$ cat config.mk
export PLATFORM = sky130hd
export DESIGN_NAME = layer_sequencer
export DESIGN_NICKNAME = d
export VERILOG_FILES = /design/src/rtl/layer_sequencer.sv
export SDC_FILE = /design/constraint.sdc
export NUM_CORES = 1
export LEC_CHECK = 0
export BUFFER_PORTS_ARGS = -buffer_cell sky130_fd_sc_hd__buf_2
export CAP_MARGIN = 15
export CORE_UTILIZATION = 25
export CTS_BUF_LIST = sky130_fd_sc_hd__clkbuf_8
export DETAILED_ROUTE_END_ITERATION = 6
export GPL_TIMING_DRIVEN = 1
export PLACE_DENSITY = 0.43
export SLEW_MARGIN = 30
export SYNTH_ARGS = -nofsm -noshare
export SYNTH_HDL_FRONTEND = slang
export SYNTH_SLANG_ARGS = --single-unit
$ cat constraint.sdc
create_clock -name clk -period 1.4 [get_ports clk]
set_input_delay 0.07 -clock clk [delete_from_list [all_inputs] [get_ports clk]]
set_output_delay 0.07 -clock clk [all_outputs]
set_load 0.01 [all_outputs]
$ cat src/rtl/layer_sequencer.sv
// Layer scheduler for the 4-unit network: start driver, collect unit results, store them, repeat per layer.
// Optional per-phase watchdog is compiled in with `define LAYER_SEQ_TIMEOUT_EN.
module layer_sequencer #(
  parameter int NUM_LAYERS = 3,
  parameter int TIMEOUT    = 1023
) (
  input  logic       clk,
  input  logic       reset,
  input  logic       run,
  input  logic       abort,
  output logic       drv_start,
  output logic [1:0] drv_layer,
  input  logic       drv_done,
  input  logic [3:0] unit_valid,
  output logic       act_we,
  output logic [1:0] act_sel,
  output logic [1:0] act_layer,
  output logic       busy,
  output logic       done,
  output logic       error
);

  typedef enum logic [2:0] {
    IDLE, LOAD, WAIT_DRV, WAIT_UNITS, STORE, NEXT, DONE, ERR
  } state_t;

  localparam logic [1:0] LAST_LAYER = 2'(NUM_LAYERS - 1);

  state_t     state;
  logic [1:0] layer;
  logic [1:0] sidx;
  logic [3:0] vmask;
  logic [3:0] vmask_nxt;

  // Pulses landing in the same cycle as the completion check still count.
  assign vmask_nxt = vmask | unit_valid;

`ifdef LAYER_SEQ_TIMEOUT_EN
  localparam logic [15:0] WDOG_LAST = 16'(TIMEOUT - 1);

  logic [15:0] wdog;
  logic        err_q;
  logic        wdog_hit;

  assign wdog_hit = (wdog == WDOG_LAST);
  assign error    = err_q;
`else
  assign error = 1'b0;
`endif

  // NOTE: every register here is updated with <= so all branches see the pre-edge values of
  // state, layer and sidx; mixing in blocking assignments would make results order-dependent.
  always_ff @(posedge clk or negedge reset) begin
    if (!reset) begin
      state     <= IDLE;
      layer     <= '0;
      sidx      <= '0;
      vmask     <= '0;
      drv_start <= 1'b0;
      drv_layer <= '0;
      act_we    <= 1'b0;
      act_sel   <= '0;
      act_layer <= '0;
      busy      <= 1'b0;
      done      <= 1'b0;
`ifdef LAYER_SEQ_TIMEOUT_EN
      wdog      <= '0;
      err_q     <= 1'b0;
`endif
    end else begin
      // Single-cycle strobes default low; only the entering transition raises them.
      drv_start <= 1'b0;
      act_we    <= 1'b0;
      done      <= 1'b0;

      if (abort) begin
        state     <= IDLE;
        layer     <= '0;
        sidx      <= '0;
        vmask     <= '0;
        drv_layer <= '0;
        act_sel   <= '0;
        act_layer <= '0;
        busy      <= 1'b0;
`ifdef LAYER_SEQ_TIMEOUT_EN
        wdog      <= '0;
        err_q     <= 1'b0;
`endif
      end else begin
        case (state)
          IDLE: begin
            layer <= '0;
            if (run) begin
              state     <= LOAD;
              drv_start <= 1'b1;
              drv_layer <= '0;
              busy      <= 1'b1;
            end
          end

          LOAD: begin
            vmask <= '0;
            state <= WAIT_DRV;
`ifdef LAYER_SEQ_TIMEOUT_EN
            wdog  <= '0;
`endif
          end

          WAIT_DRV: begin
            vmask <= vmask_nxt;
            if (drv_done) begin
              state <= WAIT_UNITS;
`ifdef LAYER_SEQ_TIMEOUT_EN
              wdog  <= '0;
            end else if (wdog_hit) begin
              state <= ERR;
              err_q <= 1'b1;
              busy  <= 1'b0;
            end else begin
              wdog  <= wdog + 16'd1;
`endif
            end
          end

          WAIT_UNITS: begin
            if (vmask_nxt == 4'b1111) begin
              state     <= STORE;
              sidx      <= '0;
              act_we    <= 1'b1;
              act_sel   <= '0;
              act_layer <= layer;
`ifdef LAYER_SEQ_TIMEOUT_EN
            end else if (wdog_hit) begin
              state <= ERR;
              err_q <= 1'b1;
              busy  <= 1'b0;
            end else begin
              vmask <= vmask_nxt;
              wdog  <= wdog + 16'd1;
`else
            end else begin
              vmask <= vmask_nxt;
`endif
            end
          end

          STORE: begin
            if (sidx == 2'd3) begin
              state <= NEXT;
            end else begin
              sidx    <= sidx + 2'd1;
              act_we  <= 1'b1;
              act_sel <= sidx + 2'd1;
            end
          end

          NEXT: begin
            if (layer == LAST_LAYER) begin
              state <= DONE;
              done  <= 1'b1;
              busy  <= 1'b0;
            end else begin
              layer     <= layer + 2'd1;
              drv_layer <= layer + 2'd1;
              drv_start <= 1'b1;
              state     <= LOAD;
            end
          end

          DONE: begin
            state <= IDLE;
          end

          ERR: begin
            if (run) begin
              state     <= LOAD;
              layer     <= '0;
              drv_layer <= '0;
              drv_start <= 1'b1;
              busy      <= 1'b1;
`ifdef LAYER_SEQ_TIMEOUT_EN
              err_q     <= 1'b0;
`endif
            end
          end

          default: begin
            state <= IDLE;
            busy  <= 1'b0;
          end
        endcase
      end
    end
  end

endmodule

# Word-level counts from Yosys, hierarchy flattened
# Cells that the tools add are included.
[op_classes]
n_addsub = 2
n_eq_ne = 19
reduce_logical = 15
mux = 38
bitwise_logic = 1
[ops]
columns = ["cell", "n"]
rows = [
  ["$ne 3x3->1 const B", 8],
  ["$pmux 3 s7", 1],
  ["$mux 2", 10],
  ["$mux 3", 6],
  ["$eq 3x3->1 const B", 4],
  ["$mux 1", 12],
  ["$pmux 4 s3", 1],
  ["$reduce_and 3->1", 4],
  ["$mux 4", 2],
  ["$pmux 2 s2", 2],
  ["$reduce_bool 4->1", 2],
  ["$eq 3x2->1 const B", 2],
  ["$pmux 1 s2", 3],
  ["$pmux 2 s3", 1],
  ["$reduce_bool 3->1", 2],
  ["$add 2x1->2 const B", 2],
  ["$eq 2x2->1 const B", 2],
  ["$eq 4x4->1 const B", 1],
  ["$or 4x4->4", 1],
  ["$reduce_and 2->1", 2],
  ["$reduce_and 4->1", 1],
  ["$reduce_bool 2->1", 2],
  ["$eq 3x1->1 const B", 1],
  ["$logic_not 3->1", 1],
  ["other kinds (2)", 2],
]
[word_totals]
inputBits = 9
reg_bits = 19
word_cells = 85

# Logic depth before layout (Yosys ltp)
[depth]
word_depth = 5
mapped_depth = 6
depth_no_buf = 6

# Worst setup path after synthesis
# OpenSTA, ideal clock, no wires.
[synth_timing]
path_type = "register -> register"
start = "reg sidx[0]"
end = "reg sidx[0]"
t_arrival_ns = 1.458
setup_ns = 0.078
period_less_slack_ns = 1.536
path_slack_ns = -0.136
stages_incl_launch_ff = 5
required_time_ns = 1.322
path_buffers = 0
path_cell_list = "dfrtp_1 ha_1 or4b_4 or2_0 a21oi_1"
[synth_via]
elab_chain_len = 4
word_cells_on_any_way = 7
[synth_lines]
columns = ["item", "line", "source"]
rows = [
  ["start, declared", "31", "logic [1:0] sidx;"],
  ["start signal, assigned", "151", "sidx <= sidx + 2'd1;"],
  ["$add 2x1->2", "151", ""],
  ["$mux 2", "148", "if (sidx == 2'd3) begin"],
  ["$pmux 2 s2", "90", "case (state)"],
  ["$mux 2", "76", "if (abort) begin"],
]
# Several ways; a longest one is shown, not always the timed one. The select of a mux whose other input is x is not followed.
# A chain may end at the register's enable or synchronous reset.

# Final worst setup path
[layout_timing]
start = "reg sidx[1]"
end = "reg sidx[0]"
[layout_via]
elab_chain_len = 3
[layout_lines]
columns = ["item", "line"]
rows = [
  ["$eq 2x2->1", "148"],
  ["$ne 3x3->1 (no line)", "-"],
  ["$reduce_and 3->1 (no line)", "-"],
]
# No other way between the ends.

==> results.py <==
metrics = {
    "run_status": {
        "status": "finished, violations left",
        "violations": "setup timing",
    },
    "finish": {
        "syn2layout_area_growth_pct": 46.8,
        "final_core_util": 0.391,
        "n_antenna_cell": 0,
        "drive_gt1_frac": 0.486,
        "postLayoutCellArea_um2": 1460,
        "layout.nets": 154,
    },
    "grt": {
        "globalRouteOverflowTotal": 0,
        "grt_antenna_before_repair": 0,
        "grt_max_degree": 20,
        "grt.total_usage": 0.125,
        "grt_pass1_vias": 942,
        "grt_pass1_wl_um": 4110,
    },
    "worst_setup_path": {
        "cp-end-kind": "flop",
        "required_ns": 1.58,
        "worstSetupStartpointType": "flop",
        "reg2reg_depth": 4,
        "arrival_ns": 1.71,
        "crit_fanout": 4,
        "worstSetupPathType": "flop to flop",
        "timing.rr.end": "sidx[0]$_DFFE_PN0P_",
        "r2r-start": "sidx[1]$_DFFE_PN0P_",
        "r2r_setup_slack_ns": -0.13,
    },
    "timing": {
        "final_max_slew_viol_count": 0,
        "setup_slack_ns": -0.126,
        "fin_crit_ns": 1.53,
        "setup_viol": 4,
        "clock.fmax_mhz": 655,
        "rsz0062_at_grt": "true",
        "post-route-period-util": 1.09,
        "fin_skew_ns": 0.00441,
        "final_hold_viol_count": 0,
    },
    "synth": {
        "postSynthAreaPerCell_um2": 9.87,
        "syn_inst": 101,
        "synth_seq_cells": 19,
        "yosysSeqAreaShare": 0.477,
        "synth_enable_flop_cells": 0,
        "synth_compound_area_frac": 0.228,
        "yosys.area_share.xor_xnor": 0,
        "syn_area_um2": 997,
        "ys_warn_count": 0,
        "synth_nets": 112,
        "ys.flop_type": "dfrtp_1",
        "async_flop_share": 1.00,
        "synthMuxAreaShare": 0.0314,
        "yosys.area_share.simple": 0.173,
        "ys_types": 38,
        "synth_top_family_by_area": "compound AO/OA/AOI/OAI gates",
        "synthAdderAreaFrac": 0.0251,
    },
    "placed_design": {
        "io_buffers": 18,
        "globalplace.congestion": 0.701,
        "dpl.hpwl_um": 1740,
        "post_dp_cell_area_um2": 1240,
    },
    "worst_hold_path": {
        "hold_end": "vmask[3]$_DFFE_PN0P_",
        "holdPathStages": 3,
        "hold_class": "input port to flop",
        "min-delay-start": "unit_valid[3]",
    },
    "clocking": {
        "htree_num_levels": 1,
        "tritoncts": "yes",
        "cts-root-buf": "clkbuf_8",
        "clock_sinks": 19,
        "clk_path_buf_depth": 2,
        "path_clk_slew_ns": 0.07,
        "numCtsBuffers": 3,
        "insertion_delay_ns": 0.25,
    },
    "die": {
        "die_w_um": 65.2,
        "num_rows": 22,
        "dieArea_um2": 4250,
        "core_um2": 3740,
        "io_pins": 20,
        "die_h_um": 65.2,
        "start_util": 0.266,
    },
    "pwr": {
        "power_density_nw_per_um2": 890,
        "peakVddDrop_uv": 605,
        "p_leak_uw": 0.000717,
    },
    "detailed_routing": {
        "drt_iter0_markers": 11,
        "dr.pass1.iters": 4,
        "post-route-drc-count": 0,
        "vias_per_cell": 4.73,
        "vias": 899,
        "wl_per_cell_um": 13.0,
        "ant_nets": 0,
        "wl_um": 2460,
    },
    "flow_run": {
        "drv_cap": 0,
    },
}
==> power by group <==
part / internal (µW) / switching [µW]
logic: 162 / 150
registers: 581 / 32.6
clock network: 195 / 182
==> stage by stage <==
step / power (µW) / hold slack [ns] / TNS (ns) / cells / setup WS [ns]
global route: 1380 / 0.0816 / -0.584 / 190 / -0.168
CTS: 1310 / 0.0670 / -0.157 / 187 / -0.103
floorplan: 767 / -0.226 / -0.135 / 101 / -0.106
global placement: 867 / 0.0427 / -0.386 / 177 / -0.0806
finish: 1300 / 0.0674 / -0.167 / 190 / -0.126
detailed placement: 874 / 0.0536 / -0.416 / 177 / -0.120
==> cell usage after synthesis, types with 2 or more instances <==
library cell	number	area share
buf_4	2	0.015
o32ai_1	2	0.018
o22a_1	3	0.026
dfrtp_1	19	0.48
nor2_1	11	0.041
nand3_1	4	0.020
o21ai_0	3	0.015
ha_1	2	0.025
nor2b_1	2	0.013
inv_1	6	0.023
nand2_1	3	0.011
a21oi_1	11	0.055
buf_2	4	0.020
mux2i_1	2	0.020
a21o_1	4	0.030
==> area by class of cell <==
type	count	area [µm²]
inverters	6	22.5
multi-input cells	69	543
clock buffers	3	41.3
flip-flops and latches	19	479
well taps	48	60.1
fillers	396	2280
clock inverters	1	3.75
repair buffers	44	314
==> worst max-delay path by stage <==
| stage | start | to | slack [ns] | depth (start not counted) |
|---|---|---|---|---|
| floorplan | sidx[1]$_DFFE_PN0P_ | sidx[0]$_DFFE_PN0P_ | -0.11 | 4 |
| CTS | sidx[1]$_DFFE_PN0P_ | sidx[0]$_DFFE_PN0P_ | -0.10 | 4 |
| global placement | state[1]$_DFFE_PN0P_ | sidx[0]$_DFFE_PN0P_ | -0.08 | 3 |
| global route | sidx[1]$_DFFE_PN0P_ | sidx[0]$_DFFE_PN0P_ | -0.17 | 4 |
| detailed placement | sidx[1]$_DFFE_PN0P_ | sidx[0]$_DFFE_PN0P_ | -0.12 | 4 |
| finish | sidx[1]$_DFFE_PN0P_ | sidx[0]$_DFFE_PN0P_ | -0.13 | 4 |
==> cell usage in the layout, fill, tap and decap left out, types with 3 or more instances in the layout <==
cell,instances
o22a_1,3
buf_6,7
clkbuf_8,3
a21o_1,4
buf_2,18
dfrtp_2,3
dfrtp_1,16
o21ai_0,3
nor2_1,10
buf_4,18
inv_1,5
nand3_1,3
a21oi_1,9
nand2_1,3
==> worst max-delay path, cell delays in order, from the launching register on <==
cell and delay, ns:
dfrtp_1 0.39, ha_2 0.20, or4b_4 0.50, or2_0 0.21, a21oi_1 0.15
==> routing by layer <==
metal / up-vias / track usage / wire, µm
met5: - / 0 / 0
met4: 0 / 0.0163 / 0
met3: 0 / 0.0313 / 108
met2: 17 / 0.242 / 1320
met1: 438 / 0.138 / 1030
li1: 444 / - / -
==> cells by family (layout without fill, tap and decap cells) <==
kind of cell | Yosys count | after routing
simple gates | 31 | 31
mux | 3 | 3
compound gates | 32 | 32
flops | 19 | 19
buf+inv | 13 | 54
fa+ha+maj | 2 | 2
other cells | 1 | 1
==> sequential cells by signal, indices dropped and copies added (netlist names) <==
register	cells
vmask	4
state	3
act_layer	2
drv_layer	2
layer	2
sidx	2
act_we	1
busy	1
done	1
drv_start	1
==> timing repair <==
item / 4_1_cts / 5_1_grt
endpoints found under the setup margin: 8 / 11
buffers inserted: 5 / 3
gates cloned: 0 / 0
endpoints found under the hold margin: 19 / 0
hold buffers: 1 / 0
resized for setup: 14 / 11
pin swaps: 5 / 11
Note: power is estimated with default switching activity, not from simulation.
